## config.mk

```make
export PLATFORM = sky130hd
export DESIGN_NAME = qrd_feed_scheduler_flat
export DESIGN_NICKNAME = d
export VERILOG_FILES = /design/src/rtl/qrd_feed_scheduler_if.sv /design/src/rtl/qrd_feed_scheduler.sv /design/src/flat_wrapper.sv
export SDC_FILE = /design/constraint.sdc
export NUM_CORES = 1
export LEC_CHECK = 0
export CORE_ASPECT_RATIO = 0.8
export CORE_MARGIN = 5
export CORE_UTILIZATION = 54
export CTS_CLUSTER_SIZE = 24
export DETAILED_ROUTE_END_ITERATION = 16
export PLACE_DENSITY = 0.78
export SKIP_CTS_REPAIR_TIMING = 1
export SLEW_MARGIN = 15
export SYNTH_ARGS = -nofsm -noshare
export SYNTH_HDL_FRONTEND = slang
export SYNTH_SLANG_ARGS = --single-unit
```

## constraint.sdc

```tcl
create_clock -name clk -period 4.7 [get_ports clk]
set_clock_uncertainty 0.05 [all_clocks]
set_input_delay 0.705 -clock clk [delete_from_list [all_inputs] [get_ports clk]]
set_output_delay 0.705 -clock clk [all_outputs]
set_load 0.01 [all_outputs]
```

## src/rtl/qrd_feed_scheduler_if.sv

```systemverilog
// qrd_feed_scheduler_if: vector handshake, skewed array feeds and error capture bus
// master: drives enable, in_valid, in_x1..in_x3, in_d, err_in; observes everything else
// slave : the scheduler; drives in_ready, bc1/ic1/ic2/sk feeds, ready_in_sig,
//         out_valid, out_error, busy, sample_count
interface qrd_feed_scheduler_if #(parameter int DATA_LENGTH = 8);
  logic enable, in_valid, in_ready, ready_in_sig, out_valid, busy;
  logic [DATA_LENGTH-1:0] in_x1, in_x2, in_x3, in_d, err_in;
  logic [DATA_LENGTH-1:0] bc1_out, ic1_out, ic2_out, sk_out, out_error;
  logic [15:0] sample_count;
  modport master (
    output enable, in_valid, in_x1, in_x2, in_x3, in_d, err_in,
    input  in_ready, bc1_out, ic1_out, ic2_out, sk_out, ready_in_sig,
           out_valid, out_error, busy, sample_count
  );
  modport slave (
    input  enable, in_valid, in_x1, in_x2, in_x3, in_d, err_in,
    output in_ready, bc1_out, ic1_out, ic2_out, sk_out, ready_in_sig,
           out_valid, out_error, busy, sample_count
  );
endinterface

```

## src/rtl/qrd_feed_scheduler.sv

```systemverilog
// qrd_feed_scheduler: buffers input vectors and feeds them to a QRD array with 0/1/2 lane skew
// clk   : rising-edge clock
// rst_n : asynchronous active-low reset
// bus   : qrd_feed_scheduler_if.slave (handshake in, skewed feeds out, error capture out)
module qrd_feed_scheduler #(
  parameter int DATA_LENGTH   = 8,
  parameter int FIFO_DEPTH    = 4,
  parameter int ARRAY_LATENCY = 6
) (
  input logic clk,
  input logic rst_n,
  qrd_feed_scheduler_if.slave bus
);
  localparam int AW = $clog2(FIFO_DEPTH);
  typedef enum logic [1:0] {IDLE, RUN, DRAIN} state_t;
  state_t state_q, state_d;
  logic [4*DATA_LENGTH-1:0] mem_q [FIFO_DEPTH];
  logic [AW:0] wptr_q, wptr_d, rptr_q, rptr_d;
  logic in_ready_q, push, pop, in_flight;
  logic [ARRAY_LATENCY-1:0] flags_q;
  logic [1:0] skew_q;
  logic [DATA_LENGTH-1:0] x1, x2, x3, d;
  logic [DATA_LENGTH-1:0] bc1_q, sk_q, s1_q, ic1_q, t1_q, t2_q, ic2_q, err_q;
  logic rdy_q, ov_q;
  logic [15:0] cnt_q;
  always_comb begin
    push = bus.in_valid && in_ready_q;
    pop = (wptr_q != rptr_q) && bus.enable;
    wptr_d = wptr_q + {{AW{1'b0}}, push};
    rptr_d = rptr_q + {{AW{1'b0}}, pop};
    {x1, x2, x3, d} = mem_q[rptr_q[AW-1:0]];
    in_flight = |flags_q || |skew_q;
    // IDLE never holds in-flight work, so one rule covers all three states
    state_d = pop ? RUN : (state_q != IDLE && in_flight) ? DRAIN : IDLE;
  end
  always_ff @(posedge clk)
    if (push) mem_q[wptr_q[AW-1:0]] <= {bus.in_x1, bus.in_x2, bus.in_x3, bus.in_d};
  always_ff @(posedge clk or negedge rst_n)
    if (!rst_n) begin
      state_q <= IDLE;
      wptr_q <= '0;
      rptr_q <= '0;
      in_ready_q <= 1'b0;
      bc1_q <= '0;
      sk_q <= '0;
      s1_q <= '0;
      ic1_q <= '0;
      t1_q <= '0;
      t2_q <= '0;
      ic2_q <= '0;
      err_q <= '0;
      rdy_q <= 1'b0;
      ov_q <= 1'b0;
      skew_q <= '0;
      flags_q <= '0;
      cnt_q <= '0;
    end else begin
      state_q <= state_d;
      wptr_q <= wptr_d;
      rptr_q <= rptr_d;
      // pointers differing only in the wrap bit means full
      in_ready_q <= (wptr_d ^ rptr_d) != {1'b1, {AW{1'b0}}};
      bc1_q <= pop ? x1 : '0;
      sk_q <= pop ? d : '0;
      rdy_q <= pop;
      s1_q <= pop ? x2 : '0;
      ic1_q <= s1_q;
      t1_q <= pop ? x3 : '0;
      t2_q <= t1_q;
      ic2_q <= t2_q;
      skew_q <= {skew_q[0], pop};
      flags_q <= {flags_q[ARRAY_LATENCY-2:0], pop};
      ov_q <= flags_q[ARRAY_LATENCY-1];
      if (flags_q[ARRAY_LATENCY-1]) err_q <= bus.err_in;
      cnt_q <= cnt_q + {15'd0, pop};
    end
  assign bus.in_ready = in_ready_q;
  assign bus.bc1_out = bc1_q;
  assign bus.ic1_out = ic1_q;
  assign bus.ic2_out = ic2_q;
  assign bus.sk_out = sk_q;
  assign bus.ready_in_sig = rdy_q;
  assign bus.out_valid = ov_q;
  assign bus.out_error = err_q;
  assign bus.busy = state_q != IDLE;
  assign bus.sample_count = cnt_q;
endmodule

```

## src/flat_wrapper.sv

```systemverilog
// flat-port wrapper written by rule: the top's interface ports become plain ports
module qrd_feed_scheduler_flat 
#(
  parameter int DATA_LENGTH   = 8,
  parameter int FIFO_DEPTH    = 4,
  parameter int ARRAY_LATENCY = 6
)
  (clk, rst_n, bus_enable, bus_in_valid, bus_in_x1, bus_in_x2, bus_in_x3, bus_in_d, bus_err_in, bus_in_ready, bus_bc1_out, bus_ic1_out, bus_ic2_out, bus_sk_out, bus_ready_in_sig, bus_out_valid, bus_out_error, bus_busy, bus_sample_count);
  qrd_feed_scheduler_if #(.DATA_LENGTH(DATA_LENGTH)) bus_i ();
  input logic clk;
  input logic rst_n;
  input wire logic [$bits(bus_i.enable)-1:0] bus_enable;
  input wire logic [$bits(bus_i.in_valid)-1:0] bus_in_valid;
  input wire logic [$bits(bus_i.in_x1)-1:0] bus_in_x1;
  input wire logic [$bits(bus_i.in_x2)-1:0] bus_in_x2;
  input wire logic [$bits(bus_i.in_x3)-1:0] bus_in_x3;
  input wire logic [$bits(bus_i.in_d)-1:0] bus_in_d;
  input wire logic [$bits(bus_i.err_in)-1:0] bus_err_in;
  output wire logic [$bits(bus_i.in_ready)-1:0] bus_in_ready;
  output wire logic [$bits(bus_i.bc1_out)-1:0] bus_bc1_out;
  output wire logic [$bits(bus_i.ic1_out)-1:0] bus_ic1_out;
  output wire logic [$bits(bus_i.ic2_out)-1:0] bus_ic2_out;
  output wire logic [$bits(bus_i.sk_out)-1:0] bus_sk_out;
  output wire logic [$bits(bus_i.ready_in_sig)-1:0] bus_ready_in_sig;
  output wire logic [$bits(bus_i.out_valid)-1:0] bus_out_valid;
  output wire logic [$bits(bus_i.out_error)-1:0] bus_out_error;
  output wire logic [$bits(bus_i.busy)-1:0] bus_busy;
  output wire logic [$bits(bus_i.sample_count)-1:0] bus_sample_count;
  assign bus_i.enable = bus_enable;
  assign bus_i.in_valid = bus_in_valid;
  assign bus_i.in_x1 = bus_in_x1;
  assign bus_i.in_x2 = bus_in_x2;
  assign bus_i.in_x3 = bus_in_x3;
  assign bus_i.in_d = bus_in_d;
  assign bus_i.err_in = bus_err_in;
  assign bus_in_ready = bus_i.in_ready;
  assign bus_bc1_out = bus_i.bc1_out;
  assign bus_ic1_out = bus_i.ic1_out;
  assign bus_ic2_out = bus_i.ic2_out;
  assign bus_sk_out = bus_i.sk_out;
  assign bus_ready_in_sig = bus_i.ready_in_sig;
  assign bus_out_valid = bus_i.out_valid;
  assign bus_out_error = bus_i.out_error;
  assign bus_busy = bus_i.busy;
  assign bus_sample_count = bus_i.sample_count;
  qrd_feed_scheduler #(.DATA_LENGTH(DATA_LENGTH), .FIFO_DEPTH(FIFO_DEPTH), .ARRAY_LATENCY(ARRAY_LATENCY)) u_core (.clk(clk), .rst_n(rst_n), .bus(bus_i));
endmodule
```

==> results.py <==
metrics = {
    "status": {
        "status": "finished, final reports clean",
    },
    "synth": {
        "synthArstFlopShare": 0.426,
        "yosysMostFrequentCell": "edfxtp_1",
        "yosysTopAreaCellShare": 0.491,
        "synthFlopType": "edfxtp_1",
        "yosys-top-cells-area": "edfxtp_1, dfrtp_1, mux4_2",
        "synth_cells": 374,
        "synth_warnings": 0,
        "yosys_register_bits": 223,
        "avgSynthCellArea_sq_um": 20.9,
        "synth_seq_area_share": 0.795,
        "synth.net_count": 425,
        "synth_cell_types": 27,
        "ys_top_cells_by_count": "edfxtp_1, dfrtp_1, mux4_2, nor2b_1, xor2_1",
        "yosys.area.top_type": "edfxtp_1",
        "synth-edff-count": 128,
        "netlist_area_sq_um": 7820,
    },
    "timing": {
        "timing.setup.tns_ns": 0,
        "layout_min_cycle_time_ns": 2.78,
        "rsz0062_at_grt": "no",
        "setup_violations": 0,
        "clock.fmax_mhz": 359,
        "fin_hold_ws_ns": 0.150,
        "slew_headroom": 0.405,
        "fin_crit_sh": 0.592,
        "hold_viol_final": 0,
        "tightest_slew_ns": 0.893,
        "final-max-slew-violation-count": 0,
    },
    "critical_path": {
        "worst_ep_arrival_time_ns": 3.10,
        "cp-start-kind": "flip-flop",
        "crit_path_end_kind": "flip-flop",
        "cp_max_fo": 34,
        "rrSetupSlack_ns": 1.92,
        "r2r_cells": 9,
        "worstPathRequired_ns": 5.02,
        "r2r-start": "u_core.wptr_q[1]",
        "criticalPathCategory": "flip-flop to flip-flop",
        "r2r_end": "u_core.bus.in_ready",
    },
    "die": {
        "fp.dieH_um": 118,
        "initial_core_util": 0.549,
        "die_x_um": 145,
        "io_pins": 104,
        "core_area_sq_um": 14200,
        "die_area_sq_um": 17000,
        "rows": 39,
    },
    "cts": {
        "clk_latency_ns": 0.49,
        "cts_buffers": 22,
        "clkTransAtPathRegs_ns": 0.06,
        "clockBufferDepth": 3,
        "htreeDepth": 1,
        "cts_tree": "done",
        "cts_sinks": 223,
        "clockRootBuffer": "clkbuf_16",
    },
    "grt": {
        "antenna_found_initial": 0,
        "grt_max_degree": 53,
        "grt_pass1_wl_mm": 21.8,
        "grt_pass1_vias": 4031,
        "grt_usage": 0.165,
        "grt_overflow_total": 0,
    },
    "hold_path": {
        "hold_path.class": "primary input to asynchronous set/reset pin",
    },
    "routing": {
        "vias": 3722,
        "wirelength_mm": 13.5,
        "first_pass_iters": 4,
        "drtIter0Drc": 235,
        "vias_per_cell": 5.35,
        "ant_nets": 0,
        "routedWlPerCell_um": 19.4,
        "drc": 0,
    },
    "cells_and_area": {
        "multi_input_area_sq_um": 1520,
        "area_growth_pct": 25.1,
        "fin_util": 0.687,
        "regArea_sq_um": 6220,
        "num-fill-cells": 936,
        "drive_gt1_frac": 0.180,
        "largest_register_ffs": 128,
        "diodes": 0,
        "final_nets": 547,
    },
    "power": {
        "powerDensity_nw_per_um2": 636,
        "leakage_nw": 3.70,
        "p_total_mw": 6.22,
        "peakVddDrop_v": 0.000445,
    },
    "run": {
        "cap_viol_max_count": 0,
    },
    "placement": {
        "portBuffers": 103,
        "dp_hpwl_mm": 8.21,
        "place.gp.congestion": 0.761,
    },
}
==> cells by family after synthesis <==
kind of cell,after synthesis,synth area share
buf+inv,16,0.0123
compound gates,2,0.00400
xor+xnor,22,0.0246
simple gates,64,0.0489
mux,40,0.104
flops,223,0.795
fa+ha+maj,7,0.0112
==> critical path, cell delays in order, from the launching register on <==
cell and delay, ns:
dfrtp_1 0.45, xor2_1 0.19, o31ai_4 0.22, buf_4 0.41
inv_1 0.18, ha_1 0.24, ha_1 0.20, xor2_1 0.24
xnor2_1 0.10, or3_1 0.38
==> final cells by class <==
type | instances | share of cell area
Clock buffer | 29 | 0.0635
Clock inverter | 11 | 0.00946
Inverter | 4 | 0.00153
Multi-Input combinational cell | 135 | 0.155
Sequential cell | 223 | 0.636
Tap cell | 184 | 0.0235
Timing Repair Buffer | 110 | 0.110
==> placed cells by master, fill, tap and decap left out, types with 2 or more instances in the layout <==
| master | netlist | final |
|---|---|---|
| buf_4 | 2 | 8 |
| clkbuf_1 | 2 | 3 |
| clkbuf_16 | 0 | 23 |
| clkbuf_8 | 0 | 2 |
| clkdlybuf4s50_1 | 0 | 102 |
| clkinv_2 | 0 | 5 |
| clkinv_4 | 0 | 3 |
| dfrtp_1 | 95 | 93 |
| dfrtp_2 | 0 | 2 |
| edfxtp_1 | 128 | 128 |
| ha_1 | 7 | 7 |
| inv_1 | 4 | 4 |
| mux2_2 | 8 | 8 |
| mux4_2 | 32 | 32 |
| nand2_1 | 3 | 3 |
| nand3_1 | 4 | 4 |
| nand4_1 | 8 | 8 |
| nor2_1 | 2 | 2 |
| nor2b_1 | 32 | 32 |
| nor3_1 | 5 | 4 |
| nor3b_2 | 0 | 2 |
| nor4_1 | 3 | 3 |
| xnor2_1 | 7 | 7 |
| xor2_1 | 15 | 15 |
==> how the worst max path moves through the flow <==
stage / startpoint / end
2_1_floorplan: bus_in_valid / u_core.mem_q[2][0]
3_3_place_gp: bus_enable / u_core.bus.in_ready
3_5_place_dp: bus_enable / u_core.bus.in_ready
4_1_cts: u_core.wptr_q[1] / u_core.bus.in_ready
5_1_grt: u_core.wptr_q[1] / u_core.bus.in_ready
6_report: u_core.wptr_q[1] / u_core.bus.in_ready
==> routing by layer <==
layer | up-vias | wire length [um] | global-route usage
met1 | 1921 | 5750 | 0.237
met4 | 0 | 273 | 0.0361
met2 | 114 | 6550 | 0.260
met3 | 22 | 924 | 0.0426
li1 | 1665 | - | -
met5 | - | 0 | 0
==> stage by stage <==
stage                     instance area [sq um]  instances  setup slack [ns]
after global placement                     9070        656              1.61
after floorplan                            7820        374             0.976
after global routing                       9790        696              1.72
after detailed placement                   9070        656              1.53
final                                      9790        696              1.92
after CTS                                  9790        696              1.87
==> report_power, final <==
| part | switching (mW) | internal (mW) |
|---|---|---|
| combinational | 0.753 | 0.902 |
| sequential | 0.223 | 2.67 |
| clock | 0.685 | 0.992 |
Power figures use the tool's default switching activity.
